## src/rtl/distance_pkg.sv

```systemverilog
// Shared constants and helpers for the multi-channel distance sampler.
package distance_pkg;

    localparam int unsigned DIST_DW          = 33;
    localparam int unsigned MAX_DIST_DEFAULT = 400;

    // Channel-index width; a single channel still needs one bit.
    function automatic int unsigned ch_width(input int unsigned n);
        return (n > 1) ? $clog2(n) : 1;
    endfunction

endpackage

```

## src/rtl/distance_sampler_if.sv

```systemverilog
// Result stream from the sampler to the downstream consumer (valid/ready).
interface distance_sampler_if #(
    parameter int unsigned DW = 33,
    parameter int unsigned CW = 2
) ();

    logic          valid;
    logic          ready;
    logic [CW-1:0] channel;
    logic [DW-1:0] distance;
    logic          out_of_range;

    modport master (
        output valid,
        output channel,
        output distance,
        output out_of_range,
        input  ready
    );

    modport slave (
        input  valid,
        input  channel,
        input  distance,
        input  out_of_range,
        output ready
    );

endinterface

```

## src/rtl/distance_avg.sv

```systemverilog
// One channel: clamp, moving-average window with running sum, and a single pending result.
module distance_avg
    import distance_pkg::*;
#(
    parameter int unsigned DW       = DIST_DW,
    parameter int unsigned AVG_LOG2 = 2,
    parameter int unsigned MAX_DIST = MAX_DIST_DEFAULT
) (
    input  logic          clk,
    input  logic          rst,
    input  logic [DW-1:0] distance_i,
    input  logic          read_i,
    input  logic          idle_i,
    input  logic          grant_i,
    output logic          pend_valid_o,
    output logic [DW-1:0] pend_result_o,
    output logic          pend_oor_o,
    output logic          done_read_o,
    output logic          overrun_o
);

    localparam int unsigned WIN = 1 << AVG_LOG2;
    localparam int unsigned SW  = DW + AVG_LOG2;
    localparam logic [DW-1:0] MaxDist = DW'(MAX_DIST);

    logic [DW-1:0] win_q [WIN];
    logic [DW-1:0] win_d [WIN];
    logic [SW-1:0] sum_q, sum_d;
    logic          filled_q, filled_d;
    logic          s1_valid_q, s1_valid_d;
    logic          s1_oor_q, s1_oor_d;
    logic          pend_valid_q, pend_valid_d;
    logic [DW-1:0] pend_result_q, pend_result_d;
    logic          pend_oor_q, pend_oor_d;
    logic          done_q, done_d;
    logic          overrun_q, overrun_d;

    logic          sample_oor;
    logic [DW-1:0] sample;

    assign sample_oor = distance_i > MaxDist;
    assign sample     = sample_oor ? MaxDist : distance_i;

    always_comb begin
        win_d         = win_q;
        sum_d         = sum_q;
        filled_d      = filled_q;
        s1_valid_d    = 1'b0;
        s1_oor_d      = s1_oor_q;
        pend_valid_d  = pend_valid_q;
        pend_result_d = pend_result_q;
        pend_oor_d    = pend_oor_q;
        done_d        = done_q;
        overrun_d     = overrun_q;

        if (grant_i) pend_valid_d = 1'b0;
        if (s1_valid_q) begin
            if (pend_valid_q && !grant_i) overrun_d = 1'b1;
            pend_valid_d  = 1'b1;
            pend_result_d = DW'(sum_q >> AVG_LOG2);
            pend_oor_d    = s1_oor_q;
        end

        if (idle_i) begin
            for (int i = 0; i < int'(WIN); i++) win_d[i] = '0;
            sum_d        = '0;
            filled_d     = 1'b0;
            pend_valid_d = 1'b0;
            done_d       = 1'b0;
            overrun_d    = 1'b0;
        end

        // A read in the same cycle as idle restarts the window from this sample.
        if (read_i) begin
            if (!filled_q || idle_i) begin
                for (int i = 0; i < int'(WIN); i++) win_d[i] = sample;
                sum_d = SW'(sample) << AVG_LOG2;
            end else begin
                for (int i = int'(WIN) - 1; i > 0; i--) win_d[i] = win_q[i-1];
                win_d[0] = sample;
                sum_d    = sum_q + SW'(sample) - SW'(win_q[WIN-1]);
            end
            filled_d   = 1'b1;
            s1_valid_d = 1'b1;
            s1_oor_d   = sample_oor;
            done_d     = 1'b1;
        end
    end

    always_ff @(posedge clk) begin
        if (rst) begin
            for (int i = 0; i < int'(WIN); i++) win_q[i] <= '0;
            sum_q         <= '0;
            filled_q      <= 1'b0;
            s1_valid_q    <= 1'b0;
            s1_oor_q      <= 1'b0;
            pend_valid_q  <= 1'b0;
            pend_result_q <= '0;
            pend_oor_q    <= 1'b0;
            done_q        <= 1'b0;
            overrun_q     <= 1'b0;
        end else begin
            win_q         <= win_d;
            sum_q         <= sum_d;
            filled_q      <= filled_d;
            s1_valid_q    <= s1_valid_d;
            s1_oor_q      <= s1_oor_d;
            pend_valid_q  <= pend_valid_d;
            pend_result_q <= pend_result_d;
            pend_oor_q    <= pend_oor_d;
            done_q        <= done_d;
            overrun_q     <= overrun_d;
        end
    end

    assign pend_valid_o  = pend_valid_q;
    assign pend_result_o = pend_result_q;
    assign pend_oor_o    = pend_oor_q;
    assign done_read_o   = done_q;
    assign overrun_o     = overrun_q;

endmodule

```

## src/rtl/distance_sampler.sv

```systemverilog
// Per-channel averaging front ends feeding one round-robin arbitrated output register.
module distance_sampler
    import distance_pkg::*;
#(
    parameter int unsigned CH       = 4,
    parameter int unsigned DW       = DIST_DW,
    parameter int unsigned AVG_LOG2 = 2,
    parameter int unsigned MAX_DIST = MAX_DIST_DEFAULT
) (
    input  logic                 clk,
    input  logic                 rst,
    input  logic [CH*DW-1:0]     i_distance,
    input  logic [CH-1:0]        i_read,
    input  logic [CH-1:0]        i_idle,
    output logic [CH-1:0]        o_done_read,
    output logic [CH-1:0]        o_overrun,
    distance_sampler_if.master   out_if
);

    localparam int unsigned CW = ch_width(CH);

    logic [CH-1:0] pend_valid;
    logic [CH-1:0] pend_oor;
    logic [DW-1:0] pend_result [CH];
    logic [CH-1:0] grant;

    for (genvar c = 0; c < int'(CH); c++) begin : g_ch
        distance_avg #(
            .DW       (DW),
            .AVG_LOG2 (AVG_LOG2),
            .MAX_DIST (MAX_DIST)
        ) u_avg (
            .clk           (clk),
            .rst           (rst),
            .distance_i    (i_distance[c*DW +: DW]),
            .read_i        (i_read[c]),
            .idle_i        (i_idle[c]),
            .grant_i       (grant[c]),
            .pend_valid_o  (pend_valid[c]),
            .pend_result_o (pend_result[c]),
            .pend_oor_o    (pend_oor[c]),
            .done_read_o   (o_done_read[c]),
            .overrun_o     (o_overrun[c])
        );
    end

    logic          valid_q, valid_d;
    logic [CW-1:0] chan_q, chan_d;
    logic [DW-1:0] dist_q, dist_d;
    logic          oor_q, oor_d;
    logic [CW-1:0] ptr_q, ptr_d;

    logic          load;
    logic          found;
    logic [CW-1:0] sel;
    logic [CW-1:0] cand;
    int unsigned   idx;

    always_comb begin
        load  = !valid_q || out_if.ready;
        found = 1'b0;
        sel   = '0;
        cand  = '0;
        idx   = 0;
        grant = '0;
        // Scan from the pointer; the first pending channel wins.
        for (int unsigned k = 0; k < CH; k++) begin
            idx = 32'(ptr_q) + k;
            if (idx >= CH) idx = idx - CH;
            cand = CW'(idx);
            if (!found && pend_valid[cand]) begin
                found = 1'b1;
                sel   = cand;
            end
        end

        valid_d = valid_q;
        chan_d  = chan_q;
        dist_d  = dist_q;
        oor_d   = oor_q;
        ptr_d   = ptr_q;
        if (load) begin
            valid_d = found;
            if (found) begin
                grant[sel] = 1'b1;
                chan_d     = sel;
                dist_d     = pend_result[sel];
                oor_d      = pend_oor[sel];
                ptr_d      = (32'(sel) == CH - 1) ? '0 : sel + CW'(1);
            end
        end
    end

    always_ff @(posedge clk) begin
        if (rst) begin
            valid_q <= 1'b0;
            chan_q  <= '0;
            dist_q  <= '0;
            oor_q   <= 1'b0;
            ptr_q   <= '0;
        end else begin
            valid_q <= valid_d;
            chan_q  <= chan_d;
            dist_q  <= dist_d;
            oor_q   <= oor_d;
            ptr_q   <= ptr_d;
        end
    end

    assign out_if.valid        = valid_q;
    assign out_if.channel      = chan_q;
    assign out_if.distance     = dist_q;
    assign out_if.out_of_range = oor_q;

endmodule

```

## src/flat_wrapper.sv

```systemverilog
// flat-port wrapper written by rule: the top's interface ports become plain ports
module distance_sampler_flat import distance_pkg::*;
#(
    parameter int unsigned CH       = 4,
    parameter int unsigned DW       = DIST_DW,
    parameter int unsigned AVG_LOG2 = 2,
    parameter int unsigned MAX_DIST = MAX_DIST_DEFAULT
)
  (clk, rst, i_distance, i_read, i_idle, o_done_read, o_overrun, out_if_valid, out_if_channel, out_if_distance, out_if_out_of_range, out_if_ready);
  distance_sampler_if #(.DW(DW), .CW((2))) out_if_i ();
  input  logic clk;
  input  logic rst;
  input  logic [CH*DW-1:0] i_distance;
  input  logic [CH-1:0] i_read;
  input  logic [CH-1:0] i_idle;
  output logic [CH-1:0] o_done_read;
  output logic [CH-1:0] o_overrun;
  output wire logic [$bits(out_if_i.valid)-1:0] out_if_valid;
  output wire logic [$bits(out_if_i.channel)-1:0] out_if_channel;
  output wire logic [$bits(out_if_i.distance)-1:0] out_if_distance;
  output wire logic [$bits(out_if_i.out_of_range)-1:0] out_if_out_of_range;
  input wire logic [$bits(out_if_i.ready)-1:0] out_if_ready;
  assign out_if_valid = out_if_i.valid;
  assign out_if_channel = out_if_i.channel;
  assign out_if_distance = out_if_i.distance;
  assign out_if_out_of_range = out_if_i.out_of_range;
  assign out_if_i.ready = out_if_ready;
  distance_sampler #(.CH(CH), .DW(DW), .AVG_LOG2(AVG_LOG2), .MAX_DIST(MAX_DIST)) u_core (.clk(clk), .rst(rst), .i_distance(i_distance), .i_read(i_read), .i_idle(i_idle), .o_done_read(o_done_read), .o_overrun(o_overrun), .out_if(out_if_i));
endmodule
```

## config.mk

```make
export PLATFORM = sky130hd
export DESIGN_NAME = distance_sampler_flat
export DESIGN_NICKNAME = d
export VERILOG_FILES = /design/src/rtl/distance_pkg.sv /design/src/rtl/distance_sampler_if.sv /design/src/rtl/distance_avg.sv /design/src/rtl/distance_sampler.sv /design/src/flat_wrapper.sv
export SDC_FILE = /design/constraint.sdc
export NUM_CORES = 2
export LEC_CHECK = 0
export CAP_MARGIN = 20
export CORE_ASPECT_RATIO = 0.8
export CORE_UTILIZATION = 50
export DETAILED_ROUTE_END_ITERATION = 8
export PLACE_DENSITY = 0.68
export RECOVER_POWER = 100
export REMOVE_ABC_BUFFERS = 1
export SKIP_LAST_GASP = 1
export SLEW_MARGIN = 10
export SYNTH_ARGS = -nofsm -noshare
export SYNTH_HDL_FRONTEND = slang
export SYNTH_SLANG_ARGS = --single-unit
```

## constraint.sdc

```tcl
create_clock -name clk -period 7.6 [get_ports clk]
set_input_delay 2.28 -clock clk [delete_from_list [all_inputs] [get_ports clk]]
set_output_delay 2.28 -clock clk [all_outputs]
set_load 0.005 [all_outputs]
```

After elaboration in Yosys (flattened, before gate mapping)

Index checks and enable logic that the tools add are counted.
Widths: inputs -> output; s select.

Flip-flop bits (word level): 863

Add/sub/neg operators: 16
Order comparisons: 15
Eq/ne operators: 1
Muxes and demuxes: 78
Bitwise operators: 1
Reductions and logical operators: 42

Operators with widths:

| cell                | number |
|---|---|
| $mux 132            | 8 |
| $mux 35             | 12 |
| $mux 99             | 4 |
| $mux 33             | 6 |
| $add 35x33->35      | 4 |
| $sub 35x33->35      | 4 |
| $gt 33x9->1 const B | 4 |
| $bmux 33 s2         | 1 |
| $mux 1              | 30 |
| $mux 2              | 9 |
| $reduce_bool 2->1   | 8 |
| $lt 2x3->1 const B  | 5 |
| $ge 3x3->1 const B  | 4 |
| $logic_not 1->1     | 12 |
| $bmux 1 s2          | 5 |
| $reduce_and 2->1    | 5 |
| $logic_and 1x1->1   | 8 |
| $mux 4              | 2 |
| $reduce_or 2->1     | 4 |
| $sub 2x1->2 const B | 4 |
| $add 2x2->3 const B | 2 |
| $logic_or 1x1->1    | 5 |
| $add 2x1->3 const B | 1 |
| $ge 2x3->1 const B  | 1 |
| 5 further kinds     | 5 |

Depth between registers and ports, before layout

Depth after elaboration: 23
Gate-level depth with buffers: 20
Gate-level depth less buffers: 20

By module

From an unflattened synthesis, not the netlist that was laid out.

Cells, all modules: 4,778
Area total of the unflattened synthesis: 42,261.8 um^2

By module, submodules not included:

| module                                   | instances | cells each | area an instance (um^2) | sequential area each (um^2) |
|---|---|---|---|---|
| distance_avg at u_core.g_ch[0].u_avg ... | 2         | 1,122      | 9,935.8                 | 4,124.0 |
| distance_avg at u_core.g_ch[3].u_avg     | 1         | 1,127      | 10,080.9                | 4,124.0 |
| distance_avg at u_core.g_ch[2].u_avg     | 1         | 1,096      | 9,773.1                 | 4,124.0 |
| distance_sampler                         | 1         | 311        | 2,536.2                 | 780.7 |

Least setup slack after synthesis

OpenSTA, ideal clock, no wires.

Path kind: input -> register
Start: input i_distance[33]
End: register u_core.g_ch[1].u_avg.sum_q[34]
Setup time: 0.074 ns
Data arrival time: 6.381 ns
Path slack: 1.144 ns
Cell stages on the path: 20
Cell sequence: o41ai_1 > nand2_1 > a311oi_1 > clkbuf_1 > nand2_1 > ha_1 > inv_1 > ha_1 > inv_1 > fa_1 > and2b_1 > o31a_1 > o21ai_2 > a211oi_2 > o21bai_2 > a2111oi_4 > o211ai_2 > and4_4 > or4_1 > a31oi_1

Cells in the longest elaborated chain, start to end: 6

RTL lines:

| item                   | RTL line            | text |
|---|---|---|
| start: declaration     | flat_wrapper.sv:13  | `input logic [CH*DW-1:0] i_distance;` |
| $gt 33x9->1            | distance_avg.sv:41  | `assign sample_oor = distance_i > MaxDist;` |
| $mux 33 (*)            | distance_avg.sv:42  | `assign sample = sample_oor ? MaxDist : distance_i;` |
| $add 35x33->35         | distance_avg.sv:81  | `sum_d = sum_q + SW'(sample) - SW'(win_q[WIN-1]);` |
| $sub 35x33->35         | distance_avg.sv:81  |  |
| $mux 35 (*)            | distance_avg.sv:75  | `if (!filled_q \|\| idle_i) begin` |
| $mux 35 (*)            | distance_avg.sv:74  | `if (read_i) begin` |
| end signal: assignment | distance_avg.sv:104 | `sum_q <= sum_d;` |
| end: declaration       | distance_avg.sv:28  | `logic [SW-1:0] sum_q, sum_d;` |

Every way passes the cells marked *; elsewhere a longest branch is shown, timed or not.
A chain may end at the register's enable or synchronous reset.

Final worst setup path

Start: input i_distance[100]
End: register u_core.g_ch[3].u_avg.sum_q[34]

Cells in the longest elaborated chain, start to end: 6

RTL lines:

| item                   | RTL line |
|---|---|
| $gt 33x9->1            | distance_avg.sv:41 |
| $mux 33 (*)            | distance_avg.sv:42 |
| $add 35x33->35         | distance_avg.sv:81 |
| $sub 35x33->35         | distance_avg.sv:81 |
| $mux 35 (*)            | distance_avg.sv:75 |
| $mux 35 (*)            | distance_avg.sv:74 |
| end signal: assignment | distance_avg.sv:104 |
| end: declaration       | distance_avg.sv:28 |

Marks and branches as above.

==> impl_metrics.py <==
metrics = {
    "outcome": {
        "status": "finished with violations",
        "failed_checks": "capacitance limit, slew limit",
    },
    "cells_and_area": {
        "register_area_mm2": 0.0173,
        "multi_input_area_mm2": 0.0214,
        "fin_nets": 5078,
        "drive_above_1_share_pct": 4.33,
        "final_cells": 5763,
        "n_antenna_cell": 0,
        "nFillCells": 7077,
        "fin_util_pct": 58.0,
        "area_growth_syn_to_layout_pct": 14.4,
    },
    "clock_network": {
        "htreeDepth": 3,
        "cts_root_buf": "clkbuf_16",
        "cts.sinks": 863,
        "cts-hold-fix-buffers": 0,
        "cts-resized-gates": 0,
        "cts_tree": "yes",
        "clock_latency_ns": 0.65,
        "clock_path_buffers": 3,
        "cts_buffers": 86,
        "post_cts_buffers": 0,
        "path_clk_slew_ns": 0.06,
    },
    "floorplanning": {
        "num_rows": 92,
        "start_util_pct": 50.7,
        "io_pins": 188,
        "die_x_um": 319,
        "fp.coreArea_mm2": 0.0792,
        "die_h_um": 256,
        "dieArea_mm2": 0.0815,
    },
    "timing": {
        "finalSetupViolations": 0,
        "rsz0062_at_grt": "no",
        "fin_worst_skew_ns": 0.0274,
        "max_slew_margin_pct": -122,
        "finalSetupTns_ns": 0,
        "period_needed_ns": 6.89,
        "tightest_slew_ns": 3.32,
        "timing.final.max_slew_violations": 921,
        "fmax_mhz": 145,
        "hold_viol_final": 0,
        "period_share_pct": 90.6,
    },
    "routing": {
        "wl_met1_mm": 46.6,
        "wl_met2_mm": 41.2,
        "routed_via_density": 5.54,
        "topRoutingLayerUsed": "met4",
        "dr_wl_met3_mm": 6.54,
        "drt-initial-drc-count": 2198,
        "final_antenna_net_count": 0,
        "wire_per_inst_um": 16.8,
        "first_pass_iters": 5,
        "num_vias": 31900,
        "drc": 0,
        "wl_mm": 96.9,
    },
    "yosys": {
        "syn_inst": 4528,
        "avgSynthCellArea_um2": 8.87,
        "synthMuxAreaShare_pct": 3.39,
        "netlist.area_leader.share_pct": 43.0,
        "synthXorXnorAreaFrac_pct": 2.62,
        "seq_area_frac_synth_pct": 43.0,
        "synth_top_family_by_area": "compound AO/OA/AOI/OAI gates",
        "synth-seq-cells": 863,
        "synthAdderAreaFrac_pct": 11.1,
        "synth_top_area_cell": "dfxtp_1",
        "synth-main-ff-cell": "dfxtp_1",
        "synthArstFlopShare_pct": 0,
        "ys_types": 79,
        "ys_warn_count": 0,
        "synth-simple-area-share_pct": 16.9,
        "synth_area_mm2": 0.0402,
        "synth-edff-count": 0,
        "synth_compound_area_share_pct": 18.6,
        "synth.area.top_cells": "dfxtp_1, fa_1, nor2_1, ha_1, nand2_1",
    },
    "critical_path": {
        "timing.rr.start": "u_core.g_ch[2].u_avg.sum_q[2]",
        "cp_data_required_time_ns": 8.13,
        "startpoint": "i_distance[100]",
        "end_kind": "flip-flop",
        "path_max_fanout": 13,
        "startpoint_type": "primary input",
        "crit_arrival_ns": 7.42,
        "criticalPathCategory": "primary input to flip-flop",
    },
    "global_route": {
        "grt_first_pass_wirelength_mm": 158,
        "grt-ovfl-total": 0,
        "grt_max_degree": 165,
        "grt_usage_pct": 23.5,
        "first_global_vias": 30400,
        "antenna_found_initial": 1,
    },
    "pwr": {
        "irDropWorstVdd_mv": 0.190,
        "total_leakage_power_nw": 17.4,
        "powerDensity_mw_per_mm2": 230,
    },
    "place": {
        "post-dp-hpwl_mm": 66.0,
        "numPlacedInstances": 5604,
        "portBuffers": 187,
        "gp_congestion": 0.918,
    },
    "min_path": {
        "min_from": "u_core.g_ch[2].u_avg.win_q[29]",
        "min_path_type": "flip-flop to flip-flop",
    },
    "job": {
        "cap_violations": 12,
    },
}
==> stage by stage <==
| stage | hold slack (ns) | setup slack, ns | power, mW | instance area, um^2 |
|---|---|---|---|---|
| finish | 0.447 | 0.712 | 10.6 | 46000 |
| global route | 0.468 | 0.367 | 11.0 | 46000 |
| CTS | 0.452 | 1.12 | 10.7 | 46100 |
| detailed placement | 0.443 | 0.468 | 6.06 | 43000 |
| global placement | 0.434 | 0.492 | 6.05 | 43000 |
| floorplan | 0.423 | -3.47 | 5.62 | 39400 |
==> worst paths after layout <==
| kind | to | slack, ns | depth (start not counted) |
|---|---|---|---|
| hold / removal | u_core.g_ch[2].u_avg.win_q[29] | 0.45 | 2 |
| hold reg to reg | u_core.g_ch[2].u_avg.win_q[29] | 0.45 | 2 |
| setup / recovery | u_core.g_ch[3].u_avg.sum_q[34] | 0.71 | 18 |
| setup reg to reg | u_core.g_ch[2].u_avg.sum_q[32] | 3.62 | 12 |
==> cell families after synthesis <==
| family | after synthesis |
|---|---|
| buffers and inverters | 474 |
| multiplexers | 136 |
| XOR/XNOR | 120 |
| flip-flops | 863 |
| adder cells (fa/ha/maj) | 276 |
| AND/OR/NAND/NOR | 1527 |
| other | 1 |
| AO/OA/AOI/OAI | 1131 |
==> cell type report <==
class | instances | share of cell area, %
Clock buffer | 120 | 5.51
Clock inverter | 38 | 1.21
Inverter | 190 | 1.55
Multi-Input combinational cell | 3286 | 46.7
Sequential cell | 863 | 37.6
Tap cell | 1034 | 2.81
Timing Repair Buffer | 232 | 4.67
==> metal layers <==
layer,up-vias,track usage [%]
li1,15800,-
met1,15200,33.9
met2,729,35.0
met3,171,5.06
met4,0,7.11
met5,-,0
==> flip-flops by register name, summed over array words and instances, names as in the netlist <==
name                             count
u_core.g_ch.u_avg.done_read_o        4
u_core.g_ch.u_avg.overrun_o          4
u_core.g_ch.u_avg.pend_oor_o         4
u_core.g_ch.u_avg.pend_result_o    132
u_core.g_ch.u_avg.pend_valid_o       4
u_core.g_ch.u_avg.s1_oor_q           4
u_core.g_ch.u_avg.s1_valid_q         4
u_core.g_ch.u_avg.sum_q            140
u_core.g_ch.u_avg.win_q            528
u_core.out_if.channel                2
u_core.out_if.distance              33
u_core.out_if.out_of_range           1
u_core.out_if.valid                  1
u_core.ptr_q                         2
==> report_power, final <==
part	internal (mW)	switching [mW]
Sequential	4.58	0.0677
Clock	2.78	1.84
Combinational	0.527	0.797
==> worst max-delay path, stage by stage <==
cell and delay (ns):
dlygate4sd3_1 0.60, o41ai_1 0.39, nand2_1 0.09, a311oi_1 0.26, clkbuf_1 0.38, and2_0 0.21
fa_1 0.43, ha_1 0.34, nor2b_1 0.17, o2111a_1 0.26, nor4b_1 0.46, o21a_1 0.20
nor2_1 0.10, a211o_1 0.33, a221o_1 0.31, a21o_1 0.20, o21a_1 0.11, a311o_1 0.31
==> placed cells by master (no fill, tap or decap), types with 22 or more instances in the layout <==
cell type / n
dlygate4sd3_1: 57
clkbuf_1: 33
fa_1: 132
and2_1: 84
and3_1: 61
xnor2_1: 64
nor3_1: 29
mux2i_1: 136
xor2_1: 56
a22o_1: 128
nor4_1: 27
o21ai_0: 189
a31oi_1: 42
and2_0: 51
inv_1: 186
a21oi_1: 340
dfxtp_1: 858
nor2b_1: 27
ha_1: 144
a21o_1: 61
nand2b_1: 22
nand2_1: 454
conb_1: 96
nand3_1: 98
nor2_1: 610
clkdlybuf4s50_1: 128
a22oi_1: 200
clkbuf_16: 90
a311oi_1: 41
==> cells in the mapped netlist, types with 5 or more instances <==
cell,count
xnor2_1,64
nand2_1,454
a21oi_1,340
o21bai_1,19
nand4_1,17
a21boi_0,8
buf_4,8
dfxtp_1,863
or2_2,7
nor2_1,611
nand2b_1,23
fa_1,132
inv_1,185
xor2_1,56
a31oi_1,42
o21a_1,17
ha_1,144
nor4_1,27
a211o_1,7
a221o_1,6
a21o_1,61
o21ai_0,187
a22oi_1,200
and3_1,61
o211ai_1,6
a22o_1,128
buf_1,37
mux2i_1,136
a211oi_1,19
a31o_2,6
nand3_1,98
clkbuf_1,237
nor3_1,32
a311oi_1,41
o31ai_1,5
and2_1,135
nor2b_1,27
or3_1,14
Power figures use the tool's default switching activity.
